`config.mk`:
```
export PLATFORM = sky130hd
export DESIGN_NAME = dram_stream_reader
export DESIGN_NICKNAME = d
export VERILOG_FILES = /design/src/rtl/dram_stream_reader.sv
export SDC_FILE = /design/constraint.sdc
export NUM_CORES = 1
export LEC_CHECK = 0
export CAP_MARGIN = 20
export CORE_MARGIN = 2
export CORE_UTILIZATION = 50
export CTS_BUF_LIST = sky130_fd_sc_hd__clkbuf_8
export DETAILED_ROUTE_END_ITERATION = 16
export PLACE_DENSITY = 0.69
export SLEW_MARGIN = 20
export SYNTH_ARGS = -nofsm -noshare
export SYNTH_HDL_FRONTEND = slang
export SYNTH_SLANG_ARGS = --single-unit
```
`constraint.sdc`:
```
create_clock -name clk -period 5.24 [get_ports clk]
set_input_delay 1.048 -clock clk [delete_from_list [all_inputs] [get_ports clk]]
set_output_delay 1.048 -clock clk [all_outputs]
set_load 0.05 [all_outputs]
```
`src/rtl/dram_stream_reader.sv`:
```
// -----------------------------------------------------------------------------
// dram_stream_reader
//
// Sequential-read initiator for port 2 of the DRAM controller. A start pulse
// fetches word_count consecutive 32-bit words from base_addr into a small
// first-word-fall-through FIFO. The words leave on a valid/ready stream.
// At most one DRAM read is outstanding. A read is only issued when the FIFO has
// a free slot, so a returning word always fits.
//
// Ports
//   clk        : single clock, all logic on the rising edge
//   reset_n    : asynchronous active-low reset
//   start      : 1-cycle pulse, begins a transfer (ignored while busy)
//   base_addr  : first word address, bit 23 expected 0
//   word_count : number of words to fetch (0 allowed)
//   abort      : cancel the current transfer
//   busy       : transfer in progress
//   done       : 1-cycle pulse, last word consumed or zero-length transfer
//   req2       : read request to the DRAM controller
//   addr2      : read address, stable while req2=1
//   odata2     : read data, valid while ack2=1
//   ack2       : 1-cycle completion pulse from the controller
//   s_data     : stream data (FIFO head)
//   s_valid    : FIFO non-empty
//   s_ready    : consumer accepts s_data when s_valid & s_ready
// -----------------------------------------------------------------------------
module dram_stream_reader #(
  parameter int FIFO_AW = 4,
  parameter int CNT_W   = 16
) (
  input  logic             clk,
  input  logic             reset_n,
  input  logic             start,
  input  logic [23:0]      base_addr,
  input  logic [CNT_W-1:0] word_count,
  input  logic             abort,
  output logic             busy,
  output logic             done,
  output logic             req2,
  output logic [23:0]      addr2,
  input  logic [31:0]      odata2,
  input  logic             ack2,
  output logic [31:0]      s_data,
  output logic             s_valid,
  input  logic             s_ready
);

  localparam int DEPTH = 1 << FIFO_AW;
  localparam logic [FIFO_AW:0] DEPTH_C = (FIFO_AW + 1)'(DEPTH);

  typedef enum logic [1:0] {
    S_IDLE,
    S_REQ,
    S_GAP,
    S_DRAIN
  } state_e;

  state_e             state_q;
  logic [22:0]        addr_q;
  logic [CNT_W-1:0]   issue_left_q;
  logic [CNT_W-1:0]   deliver_left_q;
  logic               abort_pend_q;
  logic               busy_q;
  logic               done_q;
  logic               req2_q;

  logic [31:0]        mem_q [DEPTH];
  logic [FIFO_AW-1:0] wr_ptr_q;
  logic [FIFO_AW-1:0] rd_ptr_q;
  logic [FIFO_AW:0]   count_q;

  logic fifo_full;
  logic push;
  logic pop;
  logic flush;
  logic last_pop;

  // Bit 23 of base_addr is architecturally zero; the address counter is 23 bits.
  logic unused_base_msb;
  assign unused_base_msb = base_addr[23];

  assign fifo_full = (count_q == DEPTH_C);
  assign s_valid   = (count_q != '0);
  assign pop       = s_valid && s_ready;
  assign last_pop  = pop && (deliver_left_q == CNT_W'(1));

  // Word acceptance and flush decisions, shared by the FSM and the FIFO.
  // An ack that completes an aborted read is thrown away together with the
  // FIFO contents.
  always_comb begin
    // NOTE: every combinational output gets a default first so no path leaves
    // it unassigned, which would otherwise infer a latch.
    push  = 1'b0;
    flush = 1'b0;
    unique case (state_q)
      S_REQ: begin
        if (ack2) begin
          if (abort_pend_q || abort) flush = 1'b1;
          else if (!fifo_full)       push  = 1'b1;
        end
      end
      S_GAP, S_DRAIN: begin
        if (abort) flush = 1'b1;
      end
      default: ;
    endcase
  end

  // Control FSM with registered outputs.
  // NOTE: sequential state uses non-blocking assignments so every register
  // samples pre-edge values regardless of statement order.
  always_ff @(posedge clk or negedge reset_n) begin
    if (!reset_n) begin
      state_q        <= S_IDLE;
      addr_q         <= '0;
      issue_left_q   <= '0;
      deliver_left_q <= '0;
      abort_pend_q   <= 1'b0;
      busy_q         <= 1'b0;
      done_q         <= 1'b0;
      req2_q         <= 1'b0;
    end else begin
      done_q <= 1'b0;
      if (pop) deliver_left_q <= deliver_left_q - CNT_W'(1);

      unique case (state_q)
        S_IDLE: begin
          // abort has priority over a simultaneous start
          if (start && !abort) begin
            if (word_count == '0) begin
              done_q <= 1'b1;
            end else begin
              addr_q         <= base_addr[22:0];
              issue_left_q   <= word_count;
              deliver_left_q <= word_count;
              busy_q         <= 1'b1;
              req2_q         <= 1'b1;
              state_q        <= S_REQ;
            end
          end
        end

        S_REQ: begin
          // The controller has already latched addr2, so an abort here must
          // wait for the ack with req2 still high.
          if (abort) abort_pend_q <= 1'b1;
          if (ack2) begin
            req2_q <= 1'b0;
            if (abort_pend_q || abort) begin
              abort_pend_q <= 1'b0;
              busy_q       <= 1'b0;
              state_q      <= S_IDLE;
            end else begin
              addr_q       <= addr_q + 23'(1);
              issue_left_q <= issue_left_q - CNT_W'(1);
              state_q      <= S_GAP;
            end
          end
        end

        S_GAP: begin
          // At least one cycle with req2 low so the controller returns to idle.
          if (abort) begin
            busy_q  <= 1'b0;
            state_q <= S_IDLE;
          end else if (issue_left_q == '0) begin
            if (last_pop) begin
              done_q  <= 1'b1;
              busy_q  <= 1'b0;
              state_q <= S_IDLE;
            end else begin
              state_q <= S_DRAIN;
            end
          end else if (!fifo_full) begin
            // A free slot now stays free: nothing else pushes until the ack.
            req2_q  <= 1'b1;
            state_q <= S_REQ;
          end
        end

        S_DRAIN: begin
          if (abort) begin
            busy_q  <= 1'b0;
            state_q <= S_IDLE;
          end else if (last_pop) begin
            done_q  <= 1'b1;
            busy_q  <= 1'b0;
            state_q <= S_IDLE;
          end
        end

        default: state_q <= S_IDLE;
      endcase
    end
  end

  // FIFO pointers and occupancy.
  always_ff @(posedge clk or negedge reset_n) begin
    if (!reset_n) begin
      wr_ptr_q <= '0;
      rd_ptr_q <= '0;
      count_q  <= '0;
    end else if (flush) begin
      wr_ptr_q <= '0;
      rd_ptr_q <= '0;
      count_q  <= '0;
    end else begin
      if (push) wr_ptr_q <= wr_ptr_q + FIFO_AW'(1);
      if (pop)  rd_ptr_q <= rd_ptr_q + FIFO_AW'(1);
      unique case ({push, pop})
        2'b10:   count_q <= count_q + (FIFO_AW + 1)'(1);
        2'b01:   count_q <= count_q - (FIFO_AW + 1)'(1);
        default: ;
      endcase
    end
  end

  // NOTE: the storage array is deliberately not reset; occupancy is tracked by
  // the reset pointers, and s_data is masked while the FIFO is empty.
  always_ff @(posedge clk) begin
    if (push) mem_q[wr_ptr_q] <= odata2;
  end

  assign s_data = s_valid ? mem_q[rd_ptr_q] : '0;
  assign busy   = busy_q;
  assign done   = done_q;
  assign req2   = req2_q;
  assign addr2  = {1'b0, addr_q};

  a_ack_only_in_req: assert property (@(posedge clk) disable iff (!reset_n)
    ack2 |-> (state_q == S_REQ))
    else $error("ack2 received outside REQ");

  a_ack_not_full: assert property (@(posedge clk) disable iff (!reset_n)
    (ack2 && state_q == S_REQ) |-> !fifo_full)
    else $error("ack2 received with FIFO full, word dropped");

endmodule

```
==> metrics.md <==
| Metric | Value |
|---|---|
| Outcome | `completed` |
| Setup bufs post-CTS | `0` |
| Drt via density | `~6` |
| Root Driver | `clkbuf_8` |
| Hold_ws | `~0.36 ns` |
| Dpl hpwl | `30.1 mm` |
| Design Area, Final | `about 28000 µm²` |
| Final Hold Fails | `0` |
| Initial antenna violation count | `1` |
| Via Count | `13.1k` |
| CP Max Fanout | `29` |
| Final setup viols | `0` |
| Die ar. | `49700 µm²` |
| Final WL | `about 54 mm` |
| Commonest non-fill, non-tap cell in the layout | `edfxtp_1` |
| Crit path capture type | `primary output` |
| 1st-iter DRT viols | `1237` |
| Clk sinks | `586` |
| Slew HR | `41.3%` |
| Syn_area_per_cell | `18.3 µm²` |
| Placed inst area | `26400 µm²` |
| Crit path launch type | `flip-flop` |
| FF-to-FF Start | `state_q[0]` |
| Rows | `80` |
| Core area | `approximately 48000 µm²` |
| Met3 Wirelength | `3.70 mm` |
| First-pass GRT wire length | `80.9 mm` |
| H-tree depth | `3` |
| Critical path type | `flip-flop to primary output` |
| Final Slew Violations | `0` |
| Cells after synthesis | `1307` |
| Yosys reg bits | `586` |
| RSZ-0062 raised after global routing | `false` |
| Post-CTS Hold Buffers | `0` |
| Layout cells sized above 1 | `between 20% and 30%` |
| Hold crit path type | `input pin to async pin` |
| Sequential cell area | `17200 µm²` |
| PostCTS Resize Cnt | `0` |
| Post-route DRC | `0` |
| GRT Overall Usage | `22.0%` |
| Largest net degree at the start of global routing | `76` |
| Maximum vdd drop | `approximately 310 µV` |
| Register area share after synthesis | `between 70% and 80%` |
| Grt ovf | `0` |
| Total CTS buffers | `94` |
| Main synth FF type | `edfxtp_1` |
| FMAX | `0.204 GHz` |
| Worst Max-Slew Pin Slew | `0.881 ns` |
| Area Overhead vs Synth | `17.1%` |
| Distinct cells, synth | `between 60 and 70` |
| Synthesized area | `24000 µm²` |
| I/O Buffers | `135` |
| Vias in the first global route | `13.4k` |
| Maxcap violations | `0` |
| Highest metal used | `met4` |
| Post-synth ARST share | `12.6%` |
| Most frequent cells in the layout | `edfxtp_1 (512), mux4_2 (160), clkdlybuf4s50_1 (134)` |
| I/O pin cnt | `138` |
| Fill count | `approximately 3.5k` |
| Initial core utilization | `between 50% and 60%` |
| Period utilisation layout | `93.6%` |
| Multi-input gate area | `6480 µm²` |
| Pwr dens | `512 nW/µm²` |
| Dpl ws | `0.977 ns` |
| Wire per inst | `24.3 µm` |
| TNS Setup | `0 ns` |
| R2R cell count | `5` |
| EDFF count, synth | `around 500` |
| Pre-antenna DRT Iters | `5` |
| Routed Antenna Nets | `0` |
| Setup WS post-layout | `0.333 ns` |
| Total power | `roughly 14 mW` |
| LEAKAGE | `between 9 and 10 nW` |
| Setup Skew | `0.0292 ns` |
| WP data required | `4.19 ns` |
| Worst r2r dst | `mem_q[1][30]` |
| WP data arrival | `slightly below 4 ns` |
| Synth warn | `0` |
| Final nets | `1607` |
| Routability cong. | `0.852` |
| Tmin final | `4.91 ns` |
| Clock Pin Slew Worst Setup and Hold Paths | `0.06 ns` |
| Clk buf depth | `3` |
| Worst-Skew Late Latency | `0.67 ns` |
| Die Span X | `about 220 µm` |
| Net count after synthesis | `1397` |
| Die Ht | `223 µm` |
| Met2 wire len | `roughly 27 mm` |
| R2r setup slk | `2.00 ns` |
| CTS tree | `built` |
| Met1 Routed Length | `21.6 mm` |
==> metrics by stage <==
step / util [%] / instances
detailed placement: 55.5 / 2036
finish: 59.1 / 2205
floorplan: - / 1307
CTS: 59.0 / 2204
global route: 59.1 / 2205
global placement: 55.5 / 2036
==> report_power, final <==
group	total, mW	internal [mW]	switching [mW]
registers	5.86	5.39	0.475
clock network	3.53	1.80	1.73
logic	4.99	2.17	2.83
==> flip-flops by register name, indices dropped and copies added (netlist names), 2 cells and up <==
name / count
rd_ptr_q: 4
issue_left_q: 16
wr_ptr_q: 4
count_q: 5
mem_q: 512
addr_q: 23
state_q: 2
deliver_left_q: 16
==> cell type report <==
class	instances	area share, %
clock inverters	69	1.18
repair buffers	187	6.42
diodes	1	0.00891
multi-input cells	624	23.1
clock buffers	99	4.85
flip-flops and latches	586	61.4
inverters	24	0.321
well taps	615	2.74
==> logic make-up (layout without fill, tap and decap cells) <==
| family | after synthesis | after routing | synth area share [%] |
|---|---|---|---|
| xor+xnor | 22 | 22 | 0.804 |
| compound gates | 177 | 177 | 4.51 |
| simple gates | 249 | 249 | 5.45 |
| other cells | 1 | 2 | 0.0156 |
| fa+ha+maj | 12 | 12 | 0.626 |
| mux | 163 | 163 | 15.2 |
| buf+inv | 97 | 379 | 1.59 |
| flops | 586 | 586 | 71.8 |
==> critical path: stages, from the launching register on <==
cell	delay, ns
dfrtp_4	0.82
buf_4	0.42
mux4_2	0.56
mux4_2	0.46
and2_1	0.20
clkdlybuf4s50_1	0.71
==> worst max-delay path by stage <==
stage	endpoint	from	cells after the start
detailed placement	s_data[2]	rd_ptr_q[0]	5
CTS	s_data[2]	rd_ptr_q[0]	5
finish	s_data[23]	rd_ptr_q[0]	5
floorplan	mem_q[4][0]	abort	5
global route	s_data[21]	count_q[1]	5
global placement	s_data[23]	rd_ptr_q[0]	5
==> cells in the mapped netlist (2+ instances only) <==
master,instances,share of area (%)
edfxtp_1,512,64
mux4_2,160,15
dfrtp_1,74,7.7
o21ai_0,59,1.2
a21oi_1,55,1.1
clkbuf_1,54,0.85
nand2_1,53,0.83
nor2_1,51,0.80
and2_1,37,0.97
inv_1,24,0.38
nor3_1,22,0.46
nor4_1,17,0.44
nand3_1,16,0.33
xnor2_1,13,0.47
ha_1,12,0.63
nand4_1,12,0.31
buf_2,11,0.23
o22ai_1,10,0.26
xor2_1,9,0.33
buf_1,7,0.11
nor3b_1,6,0.19
a22oi_1,5,0.16
nand2b_1,5,0.13
o21a_1,5,0.16
or4_1,5,0.16
a31oi_1,4,0.10
a32oi_1,4,0.15
or3_1,4,0.10
a211oi_1,3,0.094
and3_1,3,0.078
mux2i_1,3,0.13
nor2b_1,3,0.078
o2bb2ai_1,3,0.11
o31ai_1,3,0.094
o32ai_1,3,0.11
or4_4,3,0.14
a221o_1,2,0.083
nand3b_1,2,0.063
nor4b_1,2,0.073
o211a_1,2,0.083
o221a_1,2,0.094
or2_2,2,0.052
==> routing by layer <==
layer | track usage (%) | vias up
met5 | 0 | -
met4 | 7.49 | 0
met3 | 4.46 | 90
met2 | 36.5 | 507
met1 | 29.3 | 6796
li1 | - | 5756
Power figures use the tool's default switching activity.
